**src/rtl/fg_prog_pkg.sv**
```systemverilog
// Shared types and constants for the floating-gate tile programming sequencer.
// Holds FSM states, operation mode encodings and default sizing.
package fg_prog_pkg;

    typedef enum logic [2:0] {
        IDLE,
        SETUP,
        PULSE,
        GAP,
        MEAS,
        DONE
    } state_t;

    localparam logic [1:0] MODE_MEAS = 2'b00;
    localparam logic [1:0] MODE_INJ  = 2'b01;

    localparam int DEF_ROWS    = 10;
    localparam int DEF_COLS    = 22;
    localparam int DEF_ISLANDS = 2;
    localparam int DEF_SETTLE  = 4;
    localparam int DEF_PW      = 16;

endpackage

```
**src/rtl/fg_prog_timer.sv**
```systemverilog
// Loadable down-counter shared by the settle, pulse and gap intervals.
// o_zero is high when the loaded interval has fully elapsed.
module fg_prog_timer #(
    parameter int W = 16
) (
    input  logic         clk,
    input  logic         rst,
    input  logic         i_load,
    input  logic [W-1:0] i_val,
    output logic         o_zero
);

    logic [W-1:0] r_cnt;

    always_ff @(posedge clk) begin
        if (rst) begin
            r_cnt <= '0;
        end else if (i_load) begin
            r_cnt <= i_val;
        end else if (r_cnt != '0) begin
            r_cnt <= r_cnt - 1'b1;
        end
    end

    assign o_zero = (r_cnt == '0);

endmodule

```
**src/rtl/fg_tile_prog_seq.sv**
```systemverilog
// Sequencer that addresses one floating-gate cell, applies injection
// pulses separated by settle gaps, then strobes a current measurement.
module fg_tile_prog_seq
    import fg_prog_pkg::*;
#(
    parameter int ROWS    = DEF_ROWS,
    parameter int COLS    = DEF_COLS,
    parameter int ISLANDS = DEF_ISLANDS,
    parameter int SETTLE  = DEF_SETTLE,
    parameter int PW      = DEF_PW,
    localparam int IW = (ISLANDS > 1) ? $clog2(ISLANDS) : 1,
    localparam int RW = (ROWS > 1) ? $clog2(ROWS) : 1,
    localparam int CW = (COLS > 1) ? $clog2(COLS) : 1
) (
    input  logic               clk,
    input  logic               rst,
    input  logic               cmd_valid,
    output logic               cmd_ready,
    input  logic [IW-1:0]      cmd_island,
    input  logic [RW-1:0]      cmd_row,
    input  logic [CW-1:0]      cmd_col,
    input  logic [1:0]         cmd_mode,
    input  logic [PW-1:0]      cmd_pulses,
    input  logic [PW-1:0]      cmd_width,
    output logic [ISLANDS-1:0] island_sel,
    output logic [RW-1:0]      row_addr,
    output logic [CW-1:0]      col_addr,
    output logic               dec_en,
    output logic               prog_en,
    output logic               drain_sel,
    output logic               inj_pulse,
    output logic               meas_strobe,
    output logic               done_valid,
    input  logic               done_ready,
    output logic               done_err
);

    localparam logic [RW:0]   ROW_LIM   = (RW + 1)'(ROWS);
    localparam logic [CW:0]   COL_LIM   = (CW + 1)'(COLS);
    localparam logic [IW:0]   ISL_LIM   = (IW + 1)'(ISLANDS);
    localparam logic [PW-1:0] SETTLE_M1 = PW'(SETTLE - 1);

    state_t        r_state;
    state_t        w_next;
    logic [IW-1:0] r_island;
    logic [RW-1:0] r_row;
    logic [CW-1:0] r_col;
    logic          r_inj;
    logic          r_err;
    logic [PW-1:0] r_pulses;
    logic [PW-1:0] r_width;

    logic          w_err;
    logic          w_accept;
    logic          w_active;
    logic          w_load;
    logic [PW-1:0] w_load_val;
    logic [PW-1:0] w_wlen;
    logic          w_zero;
    logic          w_pulse_done;

    assign w_err = ({1'b0, cmd_row} >= ROW_LIM)
                 || ({1'b0, cmd_col} >= COL_LIM)
                 || ({1'b0, cmd_island} >= ISL_LIM)
                 || cmd_mode[1];

    assign w_accept = cmd_valid && cmd_ready;

    // Zero width still produces a single-cycle pulse.
    assign w_wlen = (r_width == '0) ? '0 : r_width - 1'b1;

    fg_prog_timer #(.W(PW)) u_timer (
        .clk    (clk),
        .rst    (rst),
        .i_load (w_load),
        .i_val  (w_load_val),
        .o_zero (w_zero)
    );

    always_ff @(posedge clk) begin
        if (rst) begin
            r_state <= IDLE;
        end else begin
            r_state <= w_next;
        end
    end

    always_comb begin
        w_next       = r_state;
        w_load       = 1'b0;
        w_load_val   = SETTLE_M1;
        w_pulse_done = 1'b0;
        cmd_ready    = 1'b0;
        inj_pulse    = 1'b0;
        meas_strobe  = 1'b0;
        done_valid   = 1'b0;
        done_err     = 1'b0;
        unique case (r_state)
            IDLE: begin
                cmd_ready = 1'b1;
                if (cmd_valid) begin
                    if (w_err) begin
                        w_next = DONE;
                    end else begin
                        w_next = SETUP;
                        w_load = 1'b1;
                    end
                end
            end
            SETUP: begin
                if (w_zero) begin
                    if (r_inj && (r_pulses != '0)) begin
                        w_next     = PULSE;
                        w_load     = 1'b1;
                        w_load_val = w_wlen;
                    end else begin
                        w_next = MEAS;
                    end
                end
            end
            PULSE: begin
                inj_pulse = 1'b1;
                if (w_zero) begin
                    w_next       = GAP;
                    w_load       = 1'b1;
                    w_pulse_done = 1'b1;
                end
            end
            GAP: begin
                if (w_zero) begin
                    if (r_pulses != '0) begin
                        w_next     = PULSE;
                        w_load     = 1'b1;
                        w_load_val = w_wlen;
                    end else begin
                        w_next = MEAS;
                    end
                end
            end
            MEAS: begin
                meas_strobe = 1'b1;
                w_next      = DONE;
            end
            DONE: begin
                done_valid = 1'b1;
                done_err   = r_err;
                if (done_ready) begin
                    w_next = IDLE;
                end
            end
            default: begin
                w_next = IDLE;
            end
        endcase
    end

    always_ff @(posedge clk) begin
        if (rst) begin
            r_island <= '0;
            r_row    <= '0;
            r_col    <= '0;
            r_inj    <= 1'b0;
            r_err    <= 1'b0;
            r_pulses <= '0;
            r_width  <= '0;
        end else if (w_accept) begin
            r_island <= cmd_island;
            r_row    <= cmd_row;
            r_col    <= cmd_col;
            r_inj    <= (cmd_mode == MODE_INJ);
            r_err    <= w_err;
            r_pulses <= cmd_pulses;
            r_width  <= cmd_width;
        end else if (w_pulse_done && (r_pulses != '0)) begin
            r_pulses <= r_pulses - 1'b1;
        end
    end

    assign w_active = (r_state == SETUP) || (r_state == PULSE)
                   || (r_state == GAP) || (r_state == MEAS);

    always_comb begin
        island_sel = '0;
        if (w_active) begin
            island_sel[r_island] = 1'b1;
        end
    end

    assign row_addr  = w_active ? r_row : '0;
    assign col_addr  = w_active ? r_col : '0;
    assign dec_en    = w_active;
    assign prog_en   = w_active;
    assign drain_sel = w_active && r_inj;

endmodule
```
**config.mk**
```make
export PLATFORM = sky130hd
export DESIGN_NAME = fg_tile_prog_seq
export DESIGN_NICKNAME = d
export VERILOG_FILES = /design/src/rtl/fg_prog_pkg.sv /design/src/rtl/fg_prog_timer.sv /design/src/rtl/fg_tile_prog_seq.sv
export SDC_FILE = /design/constraint.sdc
export NUM_CORES = 1
export LEC_CHECK = 0
export ABC_CLOCK_PERIOD_IN_PS = 3300
export CAP_MARGIN = 30
export CELL_PAD_IN_SITES_DETAIL_PLACEMENT = 1
export CELL_PAD_IN_SITES_GLOBAL_PLACEMENT = 1
export CORE_MARGIN = 8
export CORE_UTILIZATION = 39
export DETAILED_ROUTE_END_ITERATION = 8
export GPL_ROUTABILITY_DRIVEN = 0
export PLACE_DENSITY_LB_ADDON = 0.1
export RECOVER_POWER = 50
export SLEW_MARGIN = 20
export SYNTH_ARGS = -nofsm -noshare
export SYNTH_HDL_FRONTEND = slang
export SYNTH_SLANG_ARGS = --single-unit
```
**constraint.sdc**
```tcl
create_clock -name clk -period 3.3 [get_ports clk]
set_input_delay 0.33 -clock clk [delete_from_list [all_inputs] [get_ports clk]]
set_output_delay 0.33 -clock clk [all_outputs]
set_load 0.005 [all_outputs]
```
Word-level counts from Yosys, hierarchy flattened
Cells that the tools add are included.
{ "word_totals": {"inputBits": 48, "ff_bits": 63} }
{ "classes": {"n_addsub": 3, "reduce_logical": 18, "eq_ne": 11, "n_lt_le_gt_ge": 4, "n_mux": 38} }
{ "op_table": {"columns": ["cell", "count"], "rows": [
  ["16-bit 2-to-1 mux", 9],
  ["16-bit by 1-bit subtractor with 16-bit output (second input constant)", 3],
  ["16-bit zero test", 2],
  ["16-bit one-hot mux with 2 select lines", 1],
  ["16-bit nonzero test", 2],
  ["3-bit 2-to-1 mux", 8],
  ["3-bit one-hot mux with 6 select lines", 1],
  ["1-bit 2-to-1 mux", 14],
  ["3-bit by 2-bit == test with 1-bit output (second input constant)", 2],
  ["3-bit == test (second input constant)", 2],
  ["2-bit by 1-bit inequality test with 1-bit output (second input constant)", 3],
  ["5-bit >= comparator (second input constant)", 1],
  ["1-bit logical AND", 5],
  ["1-bit logical OR", 5],
  ["5-bit 2-to-1 mux", 1],
  ["5-bit AND reduction", 1],
  ["4-bit >= comparator (second input constant)", 1],
  ["4-bit 2-to-1 mux", 1],
  ["2-bit inequality test (second input constant)", 2],
  ["1-bit one-hot mux with 4 select lines", 1],
  ["2-bit nonzero test", 2],
  ["3-bit by 1-bit == test with 1-bit output (second input constant)", 1],
  ["3-bit zero test", 1],
  ["2-bit by 1-bit == test with 1-bit output (second input constant)", 1],
  ["other kinds (4)", 4]
]} }

Longest topological paths before layout
Gate-level depths: netlist of the first run.
{ "logic_depth": {"depth_word": 7, "mapped_depth": 10, "mapped_depth_nobuf": 7} }

Cells and area by module
A second synthesis of the first run with hierarchy kept.
{ "hier_totals": {"cells_unflattened": 484, "area_unflattened_um2": 3714.8} }
{ "by_module_without_submodules": {"columns": ["mod", "seq_area_each_um2", "instances", "area_each_um2", "cells_per_inst"], "rows": [
  ["fg_tile_prog_seq", 940.9, 1, 2750.1, 368],
  ["fg_prog_timer", 320.3, 1, 964.7, 116]
]} }

Least setup slack after synthesis of the first run
No wires, ideal clock.
{ "synth_path": {"kind": "reg2reg", "startpoint": "register r_pulses[0]", "endpoint": "register r_pulses[1]", "arrival_ns": 2.315, "path_slack_ns": 0.898, "setup_time_ns": 0.087, "path_stages_with_launch": 9, "path_buffers": 1, "required_time_ns": 3.213, "path_cell_list": "dfxtp_1 > inv_1 > ha_1 > or4b_2 > nor4_4 > nand4b_2 > buf_4 > mux2_2 > o31ai_1"} }
{ "synth_via": {"elab_chain_len": 3, "elab_cells_between_ends": 6} }
{ "synth_rtl": {"columns": ["element", "line_no", "text"], "rows": [
  ["start, declared", "fg_tile_prog_seq.sv:50", "logic [PW-1:0] r_pulses;"],
  ["start signal, assigned", "fg_tile_prog_seq.sv:172", "r_pulses <= cmd_pulses;"],
  ["start signal, assigned", "fg_tile_prog_seq.sv:175", "r_pulses <= r_pulses - 1'b1;"],
  ["16-bit by 1-bit subtractor with 16-bit output / 16-bit nonzero test (equally long branches)", "fg_tile_prog_seq.sv:175, fg_tile_prog_seq.sv:174", null],
  ["16-bit 2-to-1 mux / 1-bit logical AND (equally long branches)", "fg_tile_prog_seq.sv:174", "end else if (w_pulse_done && (r_pulses != '0)) begin"],
  ["16-bit 2-to-1 mux / 2-bit nonzero test (equally long branches)", null, null]
]} }
Parallel ways exist; a longest one is shown, timed or not. The select of a mux whose other input is x is not followed.
A chain may end at the register's enable or synchronous reset.

Worst setup path in the final report of the first run
{ "layout_path": {"startpoint": "register u_timer.r_cnt[0]", "endpoint": "register u_timer.r_cnt[7]"} }
{ "layout_via": {"elab_chain_len": 4, "elab_cells_between_ends": 13} }
{ "layout_rtl": {"columns": ["element", "line_no", "text"], "rows": [
  ["start, declared", "fg_prog_timer.sv:13", "logic [W-1:0] r_cnt;"],
  ["start signal, assigned", "fg_prog_timer.sv:19", "r_cnt <= i_val;"],
  ["start signal, assigned", "fg_prog_timer.sv:21", "r_cnt <= r_cnt - 1'b1;"],
  ["branches (longest 4 deep; another with 16-bit by 1-bit subtractor with 16-bit output)", null, null]
]} }
Parallel ways; which one is timed is not known. The select of a mux whose other input is x is not followed.

==> run metrics, run 1 <==
count leader, synth=nand2_1; number of flops mapped to enable cells by yosys=0; CP Max Fanout=12; vias in the first global route=around 3700; final cycle utilization of the critical path=approximately 87%; Worst Path Arrival=3120 ps; largest net degree at the start of global routing=between 50 and 60; initial antenna violation count=0; Area contributors post-synth=dfxtp_1, nand2_1, a21oi_1; PwrDens=750.3 nW/um^2; ANT nets after route=0; Clock transition at path regs=about 80 ps; unique cell type count in the Yosys netlist=62; All-Layer GR Usage=between 15 and 20%; commonest cells in the netlist=nand2_1, dfxtp_1, a21oi_1; Yosys reg bits=63; core area=9109 um^2; Leak=between 1.5 and 2 nW; Post-CTS Setup Bufs=0; clk_lat worst skew=approximately 350 ps; routed wire length=between 10000 and 15000 um; Syn Inst Count=451; HPWL after DPL=around 8300 um; Fmax=around 350 MHz; Critical Path Start Type=flip-flop; Via density=between 5 and 6; syn_nets=502; Residual DRC=0; R2R setup slack=about 440 ps; total gr overflow=0; main flop type after synthesis=dfxtp_1; initial detailed-routing violation count=around 120; total CTS buffers=9; share of layout cells above drive strength 1=8.171%; total negative slack=0 ps; final setup fails=0; fin util=around 50%; die width=about 110 um; site row count=35; number of max-cap violations=0; Slew Viols, Final=0; # IOs=67; Nets=560; Seq/Total Area, Yosys=between 30% and 40%; Required @ worst endpoint=about 3600 ps; unrepaired setup endpoints after global routing=false; worst clock skew=roughly 11 ps; Worst-Margin Slew=between 1000 and 1500 ps; worst setup path category=reg -> reg; H-tree levels=3; cell accounting for the most synthesized area=dfxtp_1; Initial Util=39.62%; IO Port Bufs=66; TritonCTS clock tree=done; Post-CTS Resized=0; Final Hold Vio Count=0; global-route wire length before repair=18730 um; Clock Path Buffers=2; drt wl/cell=roughly 18 um; crit path capture type=flip-flop; Die ar.=~13000 um^2; DRT Pass-1 Iters=4; CTS root buf=clkbuf_8; top cell type's share of synthesized area=between 30% and 40%; P&R area growth vs syn=25.21%; Post-synth ARST share=0%; Tmin final=2856 ps; maximum vdd drop=0.2755 mV; clock sinks=63; # hold bufs at CTS=0; HP Class=in -> reg; status=complete, no violations; yosys warns=0; Vias=roughly 3600; syn avg cell area=~8.0 um^2; Netlist Area Pre-Place=about 3600 um^2; Slew headroom=24.30%; # diodes=0; Vert. Die Dim=around 110 um
worst paths after layout:
kind                                                    start                             end  cells after the start
worst min-delay path                                      rst  u_timer.r_cnt[12]$_SDFFE_PP0P_                      2
worst min register to register          r_col[3]$_SDFFE_PP0P_           r_col[3]$_SDFFE_PP0P_                      2
worst max register to register  u_timer.r_cnt[0]$_SDFFE_PP0P_   u_timer.r_cnt[7]$_SDFFE_PP0P_                     10
worst max-delay path            u_timer.r_cnt[0]$_SDFFE_PP0P_   u_timer.r_cnt[7]$_SDFFE_PP0P_                     10
layout make-up:
type | instances | area (um^2)
Inverter | 8 | 30.03
Clock buffer | 11 | 141.4
Multi-Input combinational cell | 348 | 2161
Timing Repair Buffer | 79 | 728.2
Clock inverter | 5 | 57.56
Fill cell | 1148 | 4591
Sequential cell | 63 | 1261
Tap cell | 111 | 138.9
cells by family after synthesis:
| logic type | Yosys count | share of synthesized area [%] |
|---|---|---|
| adder cells (fa/ha/maj) | 3 | 1.040 |
| AND/OR/NAND/NOR | 205 | 30.83 |
| flip-flops | 63 | 34.95 |
| XOR/XNOR | 20 | 4.854 |
| AO/OA/AOI/OAI | 119 | 23.02 |
| multiplexers | 1 | 0.3120 |
| buffers and inverters | 40 | 4.993 |
flip-flops by register name (all words and copies together) (netlist names):
| signal | count |
|---|---|
| r_err | 1 |
| r_pulses | 16 |
| r_width | 16 |
| u_timer.r_cnt | 16 |
| r_state | 3 |
| r_col | 5 |
| r_island | 1 |
| r_row | 4 |
| r_inj | 1 |
per-layer routing:
metal	global-route usage (%)	part of all wire (%)	wire length, um	up-vias
li1	-	-	-	1765
met4	4.856	1.5	164	0
met2	33.72	53	5792	45
met5	0	0	0	-
met3	3.865	2.5	275	17
met1	20.09	43	4760	1726
cell usage in the layout (no fill, tap or decap), types with 4 or more instances in the layout:
master | Yosys | final
or4_1 | 13 | 13
buf_4 | 2 | 6
clkbuf_1 | 25 | 7
nor3_1 | 11 | 11
dlygate4sd3_1 | 0 | 4
nand4b_1 | 4 | 4
clkdlybuf4s50_1 | 0 | 61
nor4_1 | 13 | 13
o21a_1 | 6 | 6
xnor2_1 | 13 | 13
inv_1 | 8 | 8
nand3_1 | 7 | 7
or2_2 | 5 | 5
or3_1 | 11 | 11
clkbuf_8 | 0 | 10
a22oi_1 | 5 | 5
a311oi_1 | 7 | 7
xor2_1 | 7 | 7
o21ai_0 | 12 | 12
and2_1 | 16 | 15
nand2_1 | 66 | 66
a21oi_1 | 40 | 40
nor3b_1 | 3 | 4
nor2_1 | 35 | 35
dfxtp_1 | 63 | 63
o31a_1 | 8 | 8
o31ai_1 | 10 | 10
where the power goes:
| part | switching [W] | total (W) | internal (W) | leakage (nW) |
|---|---|---|---|---|
| sequential | 0.000193 | 0.00112 | 0.000922 | 0.517 |
| combinational | 0.000887 | 0.00159 | 0.000699 | 1.01 |
| clock | 0.000320 | 0.000688 | 0.000368 | 0.0916 |
critical path: stages, from the launching register on:
cell and delay (ps):
dfxtp_1 360, inv_1 80, ha_1 160, nor3b_1 260, clkbuf_1 320, nand4b_1 200
clkbuf_1 290, nor4_1 320, clkbuf_1 440, nand3_1 240, o31ai_1 110
stage by stage:
stage | power [W] | cell area (um^2) | hold slack (ps) | setup slack (ps) | std cells
2_1_floorplan | 0.002208 | 3608 | 431.7 | 898.0 | 451
3_3_place_gp | 0.002689 | 4350 | 437.6 | 610.7 | 609
3_5_place_dp | 0.002750 | 4350 | 452.5 | 481.0 | 609
4_1_cts | 0.003448 | 4549 | 386.8 | 465.8 | 625
5_1_grt | 0.003633 | 4518 | 411.4 | 202.2 | 625
6_report | 0.003390 | 4518 | 406.6 | 444.4 | 625
No activity file was read; power rests on OpenSTA's default activity.
==> run 2: changes to the inputs <==
--- a/config.mk
+++ b/config.mk
@@ -9,7 +9,6 @@
 export CAP_MARGIN = 30
 export CELL_PAD_IN_SITES_DETAIL_PLACEMENT = 1
 export CELL_PAD_IN_SITES_GLOBAL_PLACEMENT = 1
-export CORE_MARGIN = 8
 export CORE_UTILIZATION = 39
 export DETAILED_ROUTE_END_ITERATION = 8
 export GPL_ROUTABILITY_DRIVEN = 0
@@ -18,4 +17,5 @@
 export SLEW_MARGIN = 20
 export SYNTH_ARGS = -nofsm -noshare
 export SYNTH_HDL_FRONTEND = slang
+export SYNTH_HIERARCHICAL = 1
 export SYNTH_SLANG_ARGS = --single-unit
==> run metrics, run 2 <==
status=complete, no violations; ANT nets after route=0; clk_lat worst skew=350 ps; routed wire length=between 10000 and 15000 um; Critical Path Start Type=flip-flop; die width=between 90 and 100 um; Slew Viols, Final=0; total negative slack=0 ps; main flop type after synthesis=dfxtp_1; CTS root buf=clkbuf_8; Post-synth ARST share=0%; Fmax=315.9 MHz; PwrDens=approximately 680 nW/um^2; Vias=3783; commonest non-fill, non-tap cells in the layout=nand2_1, dfxtp_1, clkdlybuf4s50_1, a21oi_1, nor2_1; core area=~9200 um^2; cell accounting for the most synthesized area=dfxtp_1; Int Pwr=between 0.0015 and 0.002 W; Final Hold Vio Count=0; Leak=1.687 nW; crit path capture type=flip-flop; Nets=~600; Required @ worst endpoint=about 3600 ps; worst setup path category=reg -> reg; All-Layer GR Usage=22.57%; initial detailed-routing violation count=79; Synth Area in Compound Gates=between 20% and 30%; top cell type's share of synthesized area=33.95%; total gr overflow=0; Worst-Margin Slew=between 700 and 800 ps; Netlist Area Pre-Place=3715 um^2; drt wl/cell=approximately 16 um; maximum vdd drop=0.2958 mV; # hold bufs at CTS=0; Logic pwr share=around 44%; Yosys reg bits=63; P&R area growth vs syn=29.17%; multiplexer area fraction after synthesis=0%; Sw Ratio=roughly two fifths; Clock Path Buffers=2; Worst Path Arrival=around 3400 ps; Vert. Die Dim=approximately 100 um; commonest cells in the netlist=nand2_1, dfxtp_1, a21oi_1; total CTS buffers=9; # IOs=67; most common cell after layout, fill and taps aside=nand2_1; final setup fails=0; final instance area=between 4000 and 5000 um^2; DRT Pass-1 Iters=4; adder-cell share of the synthesized area=under 10%; IO Port Bufs=66; clock sinks=63; Tmin final=3166 ps; P_sw=about 0.0013 W; HPWL after DPL=between 7000 and 8000 um; TritonCTS clock tree=done; placed standard-cell area=around 4500 um^2; Slew headroom=between 40 and 50%; Syn Inst Count=between 400 and 500; clock power share=roughly 23%; initial antenna violation count=0; Via density=approximately 5.5; H-tree levels=3; Clock transition at path regs=70 ps; final cycle utilization of the critical path=between 90% and 100%; simple-gate area share of the yosys netlist=33.61%; Die ar.=~9900 um^2; vias in the first global route=between 3000 and 4000; CP Max Fanout=5; site row count=35; global-route wire length before repair=roughly 18000 um; count leader, synth=nand2_1; unique cell type count in the Yosys netlist=between 60 and 70; Seq/Total Area, Yosys=about a third; HP Class=in -> reg; share of layout cells above drive strength 1=roughly a tenth; syn avg cell area=approximately 7.7 um^2; syn_nets=around 540; largest family of logic cells by synthesized area=simple AND/OR/NAND/NOR gates; R2R setup slack=~130 ps; number of flops mapped to enable cells by yosys=0; largest net degree at the start of global routing=60; worst hold slack=between 400 and 500 ps; Initial Util=approximately two fifths; number of max-cap violations=0; Area contributors post-synth=dfxtp_1, nand2_1, a21oi_1; yosys warns=6; worst clock skew=slightly below 8 ps; Largest regs=r_pulses x16, r_width x16, u_timer/r_cnt x16; Reg power frac=around 33%; # diodes=0; Residual DRC=0; Post-Synth XOR/XNOR Area=roughly 4.2%
[run 2: logic make-up (layout without fill, tap and decap cells)]
logic type,count (synthesis),in the layout
XOR/XNOR,18,18
flip-flops,63,63
adder cells (fa/ha/maj),4,4
AO/OA/AOI/OAI,122,122
buffers and inverters,42,114
AND/OR/NAND/NOR,235,235
[run 2: layer usage]
metal	up-vias	GRT usage, %	part of all wire [%]
li1	1902	-	-
met1	1810	27.61	46
met2	60	39.69	50
met5	-	0	0
met3	11	4.849	3.1
met4	0	6.561	1.0
[run 2: final cells by class]
type,count,area (um^2)
Tap cell,129,161.4
Multi-Input combinational cell,379,2316
Clock buffer,12,135.1
Clock inverter,4,70.07
Sequential cell,63,1261
Fill cell,1134,4442
Timing Repair Buffer,87,813.3
Inverter,11,41.29
[run 2: power by group through the flow]
| stage | combinational, W | clock (W) | sequential (W) |
|---|---|---|---|
| CTS | 0.00143 | 0.000751 | 0.00108 |
| global placement | 0.00138 | 0 | 0.00108 |
| floorplan | 0.00105 | 0 | 0.00103 |
| global route | 0.00160 | 0.000780 | 0.00111 |
| finish | 0.00143 | 0.000729 | 0.00109 |
| detailed placement | 0.00142 | 0 | 0.00109 |
[run 2: through the flow]
step                std cells  worst slack (ps)  util (%)  total power, W
global placement          661             93.78     48.59        0.002465
finish                    685             134.2     51.93        0.003247
CTS                       679             48.70     51.17        0.003266
detailed placement        661            -21.86     48.59        0.002513
global route              685            -17.79     51.93        0.003495
floorplan                 484             51.55         -        0.002076
[run 2: what timing repair did]
item / CTS / global route
gates cloned: 1 / 0
endpoints found under the setup margin: 1 / 14
resized for setup: 2 / 5
pin swaps: 1 / 2
setup buffers: 1 / 6
[run 2: path summary, 6_finish.rpt]
path	startpoint	to	depth (start not counted)
worst max register to register	u_timer/r_cnt[7]$_SDFFE_PP0P_	r_pulses[13]$_SDFFE_PP0P_	9
worst min-delay path	rst	r_width[13]$_SDFFE_PP0P_	2
worst min register to register	r_col[3]$_SDFFE_PP0P_	r_col[3]$_SDFFE_PP0P_	2
worst max-delay path	u_timer/r_cnt[7]$_SDFFE_PP0P_	r_pulses[13]$_SDFFE_PP0P_	9
[run 2: worst max-delay path, cell delays in order, from the launching register on]
cell,delay [ps]
dfxtp_1,360
or4_4,610
or4_4,590
nor2_4,120
nor4bb_4,210
buf_4,190
nand4_1,170
buf_4,210
or4_1,470
a31oi_1,160
==> run 3: changes to the inputs <==
--- a/config.mk
+++ b/config.mk
@@ -5,7 +5,6 @@
 export SDC_FILE = /design/constraint.sdc
 export NUM_CORES = 1
 export LEC_CHECK = 0
-export ABC_CLOCK_PERIOD_IN_PS = 3300
 export CAP_MARGIN = 30
 export CELL_PAD_IN_SITES_DETAIL_PLACEMENT = 1
 export CELL_PAD_IN_SITES_GLOBAL_PLACEMENT = 1
==> results of run 3 <==
Same layout as run 2: the final DEF is identical, and so are final timing and power.
